## config.mk

```make
export PLATFORM = sky130hd
export DESIGN_NAME = uart_tx_serializer
export DESIGN_NICKNAME = d
export VERILOG_FILES = /design/src/rtl/uart_tx_serializer.sv
export SDC_FILE = /design/constraint.sdc
export NUM_CORES = 1
export LEC_CHECK = 0
export CORE_MARGIN = 8
export CORE_UTILIZATION = 50
export DETAILED_ROUTE_END_ITERATION = 7
export HOLD_SLACK_MARGIN = 0.15
export PLACE_DENSITY = 0.71
export SKIP_LAST_GASP = 1
export SYNTH_ARGS = -nofsm -noshare
export SYNTH_HDL_FRONTEND = slang
export SYNTH_SLANG_ARGS = --single-unit
```

## constraint.sdc

```tcl
create_clock -name i_clk -period 5 [get_ports i_clk]
set_input_delay 0.5 -clock i_clk [delete_from_list [all_inputs] [get_ports i_clk]]
set_output_delay 0.5 -clock i_clk [all_outputs]
set_load 0.02 [all_outputs]
```

## src/rtl/uart_tx_serializer.sv

```systemverilog
// uart_tx_serializer
// UART transmit stage fed by the AXI-Lite register slave. Takes one byte per
// valid/ready handshake and sends it as: start bit, data LSB first, optional
// parity bit, then 1 or 2 stop bits. Every bit lasts DIV clock cycles.
// o_user_tx_ready going high again tells the slave the byte has been sent.
// All outputs come straight from registers.

module uart_tx_serializer #(
    parameter int P_CLK_FREQ   = 50000000,
    parameter int P_BAUD_RATE  = 115200,
    parameter int P_DATA_WIDTH = 8,
    parameter int P_PARITY     = 0,
    parameter int P_STOP_BITS  = 1
) (
    input  logic                    i_clk,
    input  logic                    i_rst,
    input  logic                    i_user_tx_valid,
    input  logic [P_DATA_WIDTH-1:0] i_user_tx_data,
    output logic                    o_user_tx_ready,
    output logic                    o_uart_tx,
    output logic                    o_tx_busy
);

    // Clock cycles per bit. The divide truncates, and DIV is assumed to be at least 4.
    localparam int DIV    = P_CLK_FREQ / P_BAUD_RATE;
    localparam int BAUD_W = $clog2(DIV);
    // The bit counter counts data bits, and it is reused to count stop bits.
    localparam int BIT_W  = (P_DATA_WIDTH > 2) ? $clog2(P_DATA_WIDTH) : 1;

    localparam logic [BAUD_W-1:0] BAUD_LAST = BAUD_W'(DIV - 1);
    localparam logic [BAUD_W-1:0] BAUD_ONE  = BAUD_W'(1);
    localparam logic [BIT_W-1:0]  DATA_LAST = BIT_W'(P_DATA_WIDTH - 1);
    localparam logic [BIT_W-1:0]  STOP_LAST = BIT_W'(P_STOP_BITS - 1);
    localparam logic [BIT_W-1:0]  BIT_ONE   = BIT_W'(1);

    typedef enum logic [2:0] {
        ST_IDLE,
        ST_START,
        ST_DATA,
        ST_PARITY,
        ST_STOP
    } state_t;

    state_t                  state_q;
    logic [BAUD_W-1:0]       baudCnt_q;
    logic [BIT_W-1:0]        bitCnt_q;
    logic [P_DATA_WIDTH-1:0] shift_q;
    logic                    parity_q;
    logic                    armed_q;
    logic                    tx_q;
    logic                    ready_q;
    logic                    busy_q;

    logic                    baudDone;
    logic                    accept;
    logic                    parity_d;

    // Decode the end of a bit period, the handshake, and the parity of the incoming byte
    always_comb begin
        baudDone = (baudCnt_q == BAUD_LAST);
        accept   = (state_q == ST_IDLE) & i_user_tx_valid & ready_q & armed_q;
        parity_d = (P_PARITY == 1) ? ~(^i_user_tx_data) : (^i_user_tx_data);
    end

    // Frame sequencer. armed_q stops a valid that is still high from being taken twice.
    always_ff @(posedge i_clk) begin
        if (i_rst) begin
            state_q   <= ST_IDLE;
            baudCnt_q <= '0;
            bitCnt_q  <= '0;
            shift_q   <= '0;
            parity_q  <= 1'b0;
            armed_q   <= 1'b1;
            tx_q      <= 1'b1;
            ready_q   <= 1'b1;
            busy_q    <= 1'b0;
        end else begin
            if (!i_user_tx_valid) begin
                armed_q <= 1'b1;
            end

            case (state_q)
                ST_IDLE: begin
                    baudCnt_q <= '0;
                    bitCnt_q  <= '0;
                    if (accept) begin
                        shift_q  <= i_user_tx_data;
                        parity_q <= parity_d;
                        armed_q  <= 1'b0;
                        tx_q     <= 1'b0;
                        ready_q  <= 1'b0;
                        busy_q   <= 1'b1;
                        state_q  <= ST_START;
                    end
                end

                ST_START: begin
                    if (baudDone) begin
                        baudCnt_q <= '0;
                        bitCnt_q  <= '0;
                        tx_q      <= shift_q[0];
                        state_q   <= ST_DATA;
                    end else begin
                        baudCnt_q <= baudCnt_q + BAUD_ONE;
                    end
                end

                ST_DATA: begin
                    if (baudDone) begin
                        baudCnt_q <= '0;
                        if (bitCnt_q == DATA_LAST) begin
                            bitCnt_q <= '0;
                            if (P_PARITY != 0) begin
                                tx_q    <= parity_q;
                                state_q <= ST_PARITY;
                            end else begin
                                tx_q    <= 1'b1;
                                state_q <= ST_STOP;
                            end
                        end else begin
                            bitCnt_q <= bitCnt_q + BIT_ONE;
                            shift_q  <= shift_q >> 1;
                            tx_q     <= shift_q[1];
                        end
                    end else begin
                        baudCnt_q <= baudCnt_q + BAUD_ONE;
                    end
                end

                ST_PARITY: begin
                    if (baudDone) begin
                        baudCnt_q <= '0;
                        bitCnt_q  <= '0;
                        tx_q      <= 1'b1;
                        state_q   <= ST_STOP;
                    end else begin
                        baudCnt_q <= baudCnt_q + BAUD_ONE;
                    end
                end

                ST_STOP: begin
                    if (baudDone) begin
                        baudCnt_q <= '0;
                        if (bitCnt_q == STOP_LAST) begin
                            bitCnt_q <= '0;
                            ready_q  <= 1'b1;
                            busy_q   <= 1'b0;
                            state_q  <= ST_IDLE;
                        end else begin
                            bitCnt_q <= bitCnt_q + BIT_ONE;
                        end
                    end else begin
                        baudCnt_q <= baudCnt_q + BAUD_ONE;
                    end
                end

                default: begin
                    state_q <= ST_IDLE;
                end
            endcase
        end
    end

    assign o_uart_tx       = tx_q;
    assign o_user_tx_ready = ready_q;
    assign o_tx_busy       = busy_q;

endmodule

```

# Yosys cells after proc, flatten, opt, wreduce, memory -nomap -nowiden
# Index checks and enable logic that the tools add are counted.
# classes
addsub,2
eq_ne,15
mux,36
bitwise,3
reduce_logical,14
# ops
op,count
$mux 3,12
$mux 8,3
$pmux 9 s2,1
$ne 2x2->1 const B,8
$pmux 8 s2,1
$pmux 3 s5,1
$mux 1,13
$pmux 3 s4,1
$reduce_and 4->1,3
$add 9x1->9 const B,1
$eq 9x9->1 const B,1
$mux 9,1
$reduce_bool 4->1,2
$reduce_and 7->1,1
$eq 3x2->1 const B,2
$eq 3x3->1 const B,2
$logic_not 3->1,2
$reduce_bool 2->1,3
$reduce_and 5->1,1
$pmux 1 s2,2
$pmux 1 s4,1
$reduce_or 4->1,1
$add 3x1->3 const B,1
$and 1x1->1,3
other kinds (3),3
# totals
register_bits,27
out_inout_bits,3
word_cells,78

# Logic depth before layout (Yosys ltp)
# Gate-level depths: netlist of run 1.
# depth
word_depth,6
ltp_mapped,7
mapped_depth_nobuf,6

# Worst setup path before layout of run 1
# OpenSTA, ideal clock, no wires.
# synth_path
kind,register to register
from,reg bitCnt_q[0]
to,reg shift_q[7]
arrival_time_ns,1.688
path_slack_ns,3.195
stages_incl_launch_ff,7
n_path_buf,1
period_less_slack_ns,1.805
path_cell_list,dfxtp_1 > ha_1 > ha_1 > a2111oi_4 > buf_4 > nand2_1 > a32o_1
# synth_via
elab_chain_len,3
# synth_rtl
element,line,source
"start, declared",46,logic [BIT_W-1:0] bitCnt_q;
"start signal, assigned",121,bitCnt_q <= bitCnt_q + BIT_ONE;
"start signal, assigned",150,bitCnt_q <= bitCnt_q + BIT_ONE;
$eq 3x3->1,111,if (bitCnt_q == DATA_LAST) begin
$ne 2x2->1 (no line),n/a,
$reduce_and 4->1 (no line),n/a,
"end signal, assigned",87,shift_q <= i_user_tx_data;
"end signal, assigned",122,shift_q <= shift_q >> 1;
"end, declared",47,logic [P_DATA_WIDTH-1:0] shift_q;
# No other way between the ends.
# A chain may end at the register's enable or synchronous reset.

# Worst setup path in the final report of run 1
# layout_path
from,reg bitCnt_q[1]
to,reg shift_q[1]
# Same word-level chain as after synthesis.

==> results.sh, run 1 <==
export IMPL_r2r_start="bitCnt_q[1]$_SDFFE_PP0P_"
export IMPL_worstSetupPathType="reg2reg"
export IMPL_fmax_mhz=432
export IMPL_ir_drop_uv=165
export IMPL_ys_seq_elements=27
export IMPL_setup_violations_final=0
export IMPL_syn_avg_cell_area_sq_um=9.38
export IMPL_finalCriticalPeriod_ns=2.32
export IMPL_path_max_fanout=16
export IMPL_finalSetupTns_ns=0
export IMPL_via_per_inst=5.90
export IMPL_period_share=0.463
export IMPL_crit_arrival_ns=2.56
export IMPL_tightest_slew_ns=1.02
export IMPL_vias=1204
export IMPL_die_area_sq_um=5060
export IMPL_synthFlopType="dfxtp_1"
export IMPL_place_gp_congestion=0.798
export IMPL_grtUsageTotal=0.130
export IMPL_cp_start_kind="flop"
export IMPL_ys_seq_area_frac=0.356
export IMPL_port_buffers=13
export IMPL_fillers=281
export IMPL_cts_root_buf="clkbuf_4"
export IMPL_fin_util=0.559
export IMPL_io_pins=14
export IMPL_coreArea_sq_um=2980
export IMPL_rsz0062_at_grt="no"
export IMPL_die_w_um=71.1
export IMPL_initial_core_util=0.510
export IMPL_areaGrowthSynthToFinish_pct=9.56
export IMPL_insertion_delay_ns=0.33
export IMPL_cts_setup_buffers=0
export IMPL_synth_fp_nets=178
export IMPL_stdcell_area_sq_um=1660
export IMPL_ys_warn_count=0
export IMPL_wire_per_inst_um=15.0
export IMPL_slew_headroom=0.321
export IMPL_ys_async_sr_fraction=0
export IMPL_status="completed"
export IMPL_finClkSkew_ns=0.00741
export IMPL_reg2reg_slack_ns=2.68
export IMPL_diodes=0
export IMPL_fin_cells=204
export IMPL_cts_tree="built"
export IMPL_cpMostUsedCell="ha_1"
export IMPL_cts_resized=0
export IMPL_dp_hpwl_um=2190
export IMPL_detail_route_first_pass_iterations=4
export IMPL_dieHeight_um=71.1
export IMPL_numCtsBuffers=3
export IMPL_nNetsFinal=188
export IMPL_cts_hold_buf=0
export IMPL_synth_cell_type_count=49
export IMPL_grt_antenna_before_repair=0
export IMPL_postRouteAntennaNets=0
export IMPL_netlist_area_sq_um=1520
export IMPL_drive_above_1_share=0.105
export IMPL_synth_edf_count=0
export IMPL_clk_pin_slew_ns=0.15
export IMPL_grt_max_degree=24
export IMPL_first_iter_violations=26
export IMPL_hold_viol=0
export IMPL_p_leak_nw=0.586
export IMPL_hold_worst_slack_ns=0.493
export IMPL_max_stage_delay_ns=0.97
export IMPL_cp_end_kind="flop"
export IMPL_drv_cap=0
export IMPL_grt_pass1_vias=1277
export IMPL_dpl_cell_area_sq_um=1640
export IMPL_drcViolationCount=0
export IMPL_drt_wl_total_um=3060
export IMPL_reg2reg_depth=5
export IMPL_h_tree_depth=1
export IMPL_crit_path_top_delay_cell="a2111oi_4"
export IMPL_critPathRequiredTime_ns=5.25
export IMPL_grt_ovfl_total=0
export IMPL_rows=20
export IMPL_endpoint="shift_q[1]$_SDFFE_PP0P_"
export IMPL_crit_start="bitCnt_q[1]$_SDFFE_PP0P_"
export IMPL_p_per_area_nw_per_um2=244
export IMPL_r2r_end="shift_q[1]$_SDFFE_PP0P_"
export IMPL_syn_inst=162
export IMPL_slew_viol_final=0
export IMPL_crit_chain="ha_1, ha_1, a2111oi_4, a21oi_1, a311oi_2"
export IMPL_placed_cells=200
export IMPL_cts_sinks=27
export IMPL_hold_class="reg2reg"
export IMPL_grt_pass1_wl_um=5530
export IMPL_cts_buffer_depth=2
per-stage QoR:
step	power, W	worst slack [ns]
after detailed placement	0.000314	2.33
after CTS	0.000410	2.67
after global routing	0.000427	2.51
after floorplan	0.000292	3.19
final	0.000406	2.68
after global placement	0.000310	2.44
synthesized netlist by cell type (3+ instances only):
library cell / instances / share of area
a211oi_1: 3 / 0.015
nand3_1: 5 / 0.016
clkbuf_1: 4 / 0.0099
nor2b_1: 4 / 0.016
ha_1: 5 / 0.041
o21bai_1: 3 / 0.015
inv_1: 8 / 0.020
xnor2_1: 5 / 0.029
or3_1: 3 / 0.012
a21oi_1: 15 / 0.049
dfxtp_1: 27 / 0.36
nand2_1: 7 / 0.017
a311oi_2: 7 / 0.069
o21ai_0: 6 / 0.020
mux2i_1: 7 / 0.046
nor2_1: 13 / 0.032
cell families after synthesis:
logic type / synth area share
DFF: 0.356
and+or+nand+nor: 0.190
AOI/OAI and AO/OA: 0.272
adders and majority gates: 0.0412
muxes: 0.0461
xor gates and xnor gates: 0.0404
buffers and inverters: 0.0544
critical path, delay by kind of cell, from the launching register on:
kind,cells,cell delay (ns)
compound gates,3,1.43
fa+ha+maj,2,0.45
flops,1,0.36
layer usage:
layer | part of all wire | global-route usage | vias to the layer above
li1 | - | - | 620
met1 | 0.49 | 0.155 | 559
met2 | 0.45 | 0.218 | 20
met3 | 0.039 | 0.0282 | 5
met4 | 0.015 | 0.0577 | 0
met5 | 0 | 0 | -
worst min-delay path by stage:
stage	from	endpoint	slack (ns)	cells past startpoint
6_report	o_tx_busy$_SDFFE_PP0P_	o_tx_busy$_SDFFE_PP0P_	0.49	2
3_3_place_gp	o_tx_busy$_SDFFE_PP0P_	o_tx_busy$_SDFFE_PP0P_	0.46	2
5_1_grt	o_tx_busy$_SDFFE_PP0P_	o_tx_busy$_SDFFE_PP0P_	0.53	2
2_1_floorplan	bitCnt_q[2]$_SDFFE_PP0P_	bitCnt_q[2]$_SDFFE_PP0P_	0.46	2
4_1_cts	o_tx_busy$_SDFFE_PP0P_	o_tx_busy$_SDFFE_PP0P_	0.50	2
3_5_place_dp	o_tx_busy$_SDFFE_PP0P_	o_tx_busy$_SDFFE_PP0P_	0.48	2
cells in the final DEF (no fill, tap or decap), types with 4 or more instances in the layout:
| cell | synthesis | final |
|---|---|---|
| nor2_1 | 13 | 13 |
| ha_1 | 5 | 5 |
| mux2i_1 | 7 | 7 |
| nand3_1 | 5 | 5 |
| inv_1 | 8 | 8 |
| a21oi_1 | 15 | 15 |
| o21ai_0 | 6 | 6 |
| nor2b_1 | 4 | 4 |
| xnor2_1 | 5 | 5 |
| nand2_1 | 7 | 7 |
| clkdlybuf4s50_1 | 0 | 13 |
| a311oi_2 | 7 | 7 |
| dfxtp_1 | 27 | 27 |
layout make-up:
cell class              count  area (sq um)  share of cell area
flip-flops and latches     27           541               0.325
repair buffers             13           130              0.0782
multi-input cells         119           896               0.538
well taps                  33          41.3              0.0248
inverters                   8          30.0              0.0180
clock buffers               4          26.3              0.0158
state kept, by name (all words and copies together) (netlist names):
signal and flops:
baudCnt_q 9, shift_q 8, bitCnt_q 3, state_q 3
armed_q 1, o_tx_busy 1, o_uart_tx 1, o_user_tx_ready 1
power by group:
part | switching [W] | leakage (nW) | internal, W
sequential | 0.0000112 | 0.220 | 0.000228
combinational | 0.0000340 | 0.351 | 0.0000358
clock | 0.0000664 | 0.0150 | 0.0000313
total | 0.000112 | 0.586 | 0.000295
Power figures use the tool's default switching activity.
==> run 2: changes to the inputs <==
==> constraint.sdc (replaced) <==
create_clock -name i_clk -period 2.2 [get_ports i_clk]
set_input_delay 0.22 -clock i_clk [delete_from_list [all_inputs] [get_ports i_clk]]
set_output_delay 0.22 -clock i_clk [all_outputs]
set_load 0.02 [all_outputs]
==> run 2 against run 1 <==
- global-route usage fell by 0.28 points
- critical endpoint is now shift_q[5]$_SDFFE_PP0P_
- sequential share of layout area fell by 1.1 points
- largest cell class unchanged
- highest routed layer unchanged
- non-clock buffer count rose by 8
==> results.sh, run 2 (synthesized netlist as in run 1, its figures left out) <==
export IMPL_status="completed"
export IMPL_nNetsFinal=196
export IMPL_cts_hold_buf=0
export IMPL_place_gp_congestion=0.806
export IMPL_port_buffers=13
export IMPL_grt_antenna_before_repair=0
export IMPL_final_common_cell="dfxtp_1"
export IMPL_h_tree_depth=1
export IMPL_p_per_area_nw_per_um2=539
export IMPL_power_total_w=0.000929
export IMPL_clk_pin_slew_ns=0.14
export IMPL_diodes=0
export IMPL_setup_violations_final=0
export IMPL_cts_root_buf="clkbuf_4"
export IMPL_slew_headroom=0.752
export IMPL_rows=20
export IMPL_die_w_um=71.1
export IMPL_r2r_end="shift_q[5]$_SDFFE_PP0P_"
export IMPL_initial_core_util=0.510
export IMPL_largest_register_ffs=9
export IMPL_grt_pass1_vias=1218
export IMPL_cp_start_kind="flop"
export IMPL_grt_pass1_wl_um=5280
export IMPL_finClkSkew_ns=0.00792
export IMPL_coreArea_sq_um=2980
export IMPL_cts_setup_buffers=0
export IMPL_hold_viol=0
export IMPL_r2r_start="bitCnt_q[1]$_SDFFE_PP0P_"
export IMPL_numCtsBuffers=3
export IMPL_dpl_cell_area_sq_um=1700
export IMPL_die_area_sq_um=5060
export IMPL_drt_wl_total_um=3070
export IMPL_worstSetupPathType="reg2reg"
export IMPL_cts_sinks=27
export IMPL_drive_above_1_share=0.145
export IMPL_largest_register="baudCnt_q"
export IMPL_fmax_mhz=530
export IMPL_stdcell_area_sq_um=1720
export IMPL_cts_resized=0
export IMPL_cts_tree="built"
export IMPL_areaGrowthSynthToFinish_pct=13.5
export IMPL_via_per_inst=5.98
export IMPL_crit_arrival_ns=2.14
export IMPL_reg2reg_depth=6
export IMPL_grt_max_degree=17
export IMPL_postRouteAntennaNets=0
export IMPL_grt_ovfl_total=0
export IMPL_grtUsageTotal=0.128
export IMPL_slew_viol_final=0
export IMPL_dp_hpwl_um=2300
export IMPL_endpoint="shift_q[5]$_SDFFE_PP0P_"
export IMPL_p_leak_nw=0.625
export IMPL_hold_class="in2reg"
export IMPL_insertion_delay_ns=0.33
export IMPL_cts_buffer_depth=2
export IMPL_mostFrequentLayoutCells="27 x dfxtp_1, 15 x a21oi_1, 13 x nor2_1, 13 x clkdlybuf4s50_1"
export IMPL_path_max_fanout=16
export IMPL_rsz0062_at_grt="no"
export IMPL_io_pins=14
export IMPL_reg2reg_slack_ns=0.31
export IMPL_wire_per_inst_um=14.5
export IMPL_critPathRequiredTime_ns=2.45
export IMPL_drv_cap=0
export IMPL_ir_drop_uv=290
export IMPL_fillers=276
export IMPL_period_share=0.857
export IMPL_vias=1267
export IMPL_dieHeight_um=71.1
export IMPL_crit_start="bitCnt_q[1]$_SDFFE_PP0P_"
export IMPL_tightest_slew_ns=0.371
export IMPL_detail_route_first_pass_iterations=4
export IMPL_finalSetupTns_ns=0
export IMPL_finalCriticalPeriod_ns=1.89
export IMPL_first_iter_violations=31
export IMPL_drcViolationCount=0
export IMPL_cp_end_kind="flop"
export IMPL_reg_top3="baudCnt_q (9), shift_q (8)"
-- run 2: changes by cell type in the layout (fill, tap and decap cells not counted), sizes merged --
cell	before	now
buf	0	8
-- run 2: final cells by class --
| type | count | area, sq um | area share |
|---|---|---|---|
| multi-input cells | 119 | 896 | 0.520 |
| clock buffers | 4 | 26.3 | 0.0152 |
| flip-flops and latches | 27 | 541 | 0.313 |
| inverters | 8 | 30.0 | 0.0174 |
| well taps | 33 | 41.3 | 0.0239 |
| repair buffers | 21 | 190 | 0.110 |
-- run 2: report_power, final --
group | internal [W] | switching, W
registers | 0.000517 | 0.0000190
logic | 0.0000901 | 0.0000873
clock network | 0.0000713 | 0.000144
total | 0.000679 | 0.000251
-- run 2: how the worst min path moves through the flow --
stage,slack [ns],end,start,depth (start not counted)
6_report,0.49,armed_q$_SDFF_PP1_,i_user_tx_valid,2
5_1_grt,0.51,armed_q$_SDFF_PP1_,i_user_tx_valid,2
4_1_cts,0.48,armed_q$_SDFF_PP1_,i_user_tx_valid,2
3_5_place_dp,0.47,o_tx_busy$_SDFFE_PP0P_,o_tx_busy$_SDFFE_PP0P_,2
3_3_place_gp,0.46,o_tx_busy$_SDFFE_PP0P_,o_tx_busy$_SDFFE_PP0P_,2
2_1_floorplan,0.31,armed_q$_SDFF_PP1_,i_user_tx_valid,1
-- run 2: routing by layer --
layer | wire [um] | vias up | track usage
li1 | - | 637 | -
met1 | 1460 | 611 | 0.148
met2 | 1470 | 14 | 0.211
met3 | 91 | 5 | 0.0311
met4 | 55 | 0 | 0.0670
met5 | 0 | - | 0
-- run 2: worst max-delay path: stages, from the launching register on --
cell	delay, ns
dfxtp_1	0.36
ha_1	0.18
ha_1	0.26
a2111oi_4	0.35
buf_4	0.29
a21oi_1	0.11
a311oi_2	0.25
-- run 2: metrics by stage --
stage | setup WS, ns | instances | hold WS, ns | util
6_report | 0.315 | 212 | 0.487 | 0.579
5_1_grt | 0.153 | 212 | 0.505 | 0.579
4_1_cts | 0.315 | 212 | 0.481 | 0.579
3_5_place_dp | 0.284 | 208 | 0.471 | 0.570
3_3_place_gp | 0.342 | 208 | 0.460 | 0.570
2_1_floorplan | 0.395 | 162 | 0.307 | -
==> run 3: changes to the inputs <==
--- a/config.mk
+++ b/config.mk
@@ -6,10 +6,9 @@
 export NUM_CORES = 1
 export LEC_CHECK = 0
 export CORE_MARGIN = 8
-export CORE_UTILIZATION = 50
+export CORE_UTILIZATION = 30
 export DETAILED_ROUTE_END_ITERATION = 7
 export HOLD_SLACK_MARGIN = 0.15
-export PLACE_DENSITY = 0.71
 export SKIP_LAST_GASP = 1
 export SYNTH_ARGS = -nofsm -noshare
 export SYNTH_HDL_FRONTEND = slang
==> constraint.sdc (replaced) <==
create_clock -name i_clk -period 2.2 [get_ports i_clk]
set_input_delay 0.22 -clock i_clk [delete_from_list [all_inputs] [get_ports i_clk]]
set_output_delay 0.22 -clock i_clk [all_outputs]
set_load 0.1 [all_outputs]
==> run 3 against run 2 <==
- sequential share of layout area is 0.99 points lower
- die area is 50% higher
- register-to-register slack hardly changed
- hold slack worse by 0.0033 ns
- wire length is 4.3% higher
- count of clock-buffer cells in the layout is 1 lower
- clock power is 33% higher
- setup slack better by 0.0068 ns
- sequential power is 0.7% higher
- critical endpoint is now shift_q[2]$_SDFFE_PP0P_
==> results.sh, run 3 (synthesized netlist as in run 1, its figures left out) <==
export IMPL_cts_buffer_depth=2
export IMPL_grt_ovfl_total=0
export IMPL_path_max_fanout=16
export IMPL_grt_antenna_before_repair=0
export IMPL_grt_pass1_wl_um=5540
export IMPL_finalSetupTns_ns=0
export IMPL_initial_core_util=0.303
export IMPL_cts_tree="built"
export IMPL_first_iter_violations=53
export IMPL_h_tree_depth=1
export IMPL_drt_wl_total_um=3210
export IMPL_hold_depth=2
export IMPL_hold_viol=0
export IMPL_diodes=0
export IMPL_slew_headroom=0.742
export IMPL_cts_resized=0
export IMPL_cp_end_kind="flop"
export IMPL_worstSetupPathType="reg2reg"
export IMPL_grtUsageTotal=0.0903
export IMPL_reg2reg_depth=6
export IMPL_areaGrowthSynthToFinish_pct=17.5
export IMPL_hold_class="reg2reg"
export IMPL_coreArea_sq_um=5010
export IMPL_rsz0062_at_grt="no"
export IMPL_cts_setup_buffers=0
export IMPL_finalCriticalPeriod_ns=1.88
export IMPL_tightest_slew_ns=0.385
export IMPL_dieHeight_um=87.2
export IMPL_ir_drop_uv=216
export IMPL_cts_root_buf="clkbuf_8"
export IMPL_status="completed"
export IMPL_setup_violations_final=0
export IMPL_rows=26
export IMPL_mostFrequentLayoutCells="26 x dfxtp_1, 15 x a21oi_1, 13 x nor2_1"
export IMPL_worst_slack_ns=0.322
export IMPL_port_buffers=13
export IMPL_grt_pass1_vias=1235
export IMPL_largest_register="baudCnt_q"
export IMPL_place_gp_congestion=0.782
export IMPL_die_area_sq_um=7600
export IMPL_drcViolationCount=0
export IMPL_reg_top3="baudCnt_q (9), shift_q (8)"
export IMPL_vias=1214
export IMPL_via_per_inst=4.88
export IMPL_slew_viol_final=0
export IMPL_drv_cap=0
export IMPL_clk_pin_slew_ns=0.09
export IMPL_cts_hold_buf=0
export IMPL_p_per_area_nw_per_um2=581
export IMPL_finClkSkew_ns=0.00419
export IMPL_hold_worst_slack_ns=0.483
export IMPL_largest_register_ffs=9
export IMPL_nNetsFinal=196
export IMPL_io_pins=14
export IMPL_detail_route_first_pass_iterations=4
export IMPL_crit_arrival_ns=2.07
export IMPL_die_w_um=87.2
export IMPL_wire_per_inst_um=12.9
export IMPL_dp_hpwl_um=2390
export IMPL_numCtsBuffers=3
export IMPL_p_leak_nw=0.638
export IMPL_post_place_ws_ns=0.293
export IMPL_period_share=0.854
export IMPL_fmax_mhz=532
export IMPL_drive_above_1_share=0.173
export IMPL_final_common_cell="dfxtp_1"
export IMPL_cp_start_kind="flop"
export IMPL_critPathRequiredTime_ns=2.39
export IMPL_cts_sinks=27
export IMPL_grt_max_degree=17
export IMPL_postRouteAntennaNets=0
export IMPL_insertion_delay_ns=0.27
-- run 3: critical path, cell delays in order, from the launching register on --
cell and delay [ns]:
dfxtp_1 0.33, ha_1 0.20, ha_1 0.27, a2111oi_4 0.36, buf_4 0.28, a21oi_1 0.11
a311oi_2 0.25
-- run 3: report_power, final --
group,switching (W),internal (W)
sequential,0.0000224,0.000517
combinational,0.000123,0.0000876
clock,0.000159,0.000127
total,0.000304,0.000732
-- run 3: stage by stage --
stage	instances	total power (W)	area (sq um)	util
after floorplan	162	0.000703	1520	-
after global placement	245	0.000760	1740	0.347
after detailed placement	245	0.000764	1740	0.347
after CTS	249	0.00105	1780	0.356
after global routing	249	0.00110	1780	0.356
final	249	0.00104	1780	0.356
-- run 3: final cells by class --
cell class / instances / area [sq um]
sequential: 27 / 542
multi-input combinational: 119 / 896
tap: 70 / 87.6
inverter: 8 / 30.0
fill: 534 / 3230
clock buffer: 3 / 41.3
clock inverter: 1 / 5.00
timing repair buffer: 21 / 183
-- run 3: path summary, 6_finish.rpt --
| check | from | endpoint | slack [ns] |
|---|---|---|---|
| worst max-delay path | bitCnt_q[0]$_SDFFE_PP0P_ | shift_q[2]$_SDFFE_PP0P_ | 0.32 |
| worst min-delay path | o_tx_busy$_SDFFE_PP0P_ | o_tx_busy$_SDFFE_PP0P_ | 0.48 |
| worst max register to register | bitCnt_q[0]$_SDFFE_PP0P_ | shift_q[2]$_SDFFE_PP0P_ | 0.32 |
| worst min register to register | o_tx_busy$_SDFFE_PP0P_ | o_tx_busy$_SDFFE_PP0P_ | 0.48 |
-- run 3: metal layers --
metal | global-route usage | up-vias | share of wire
li1 | - | 632 | -
met1 | 0.117 | 560 | 0.50
met2 | 0.145 | 17 | 0.46
met3 | 0.00943 | 5 | 0.021
met4 | 0.0422 | 0 | 0.020
met5 | 0 | - | 0
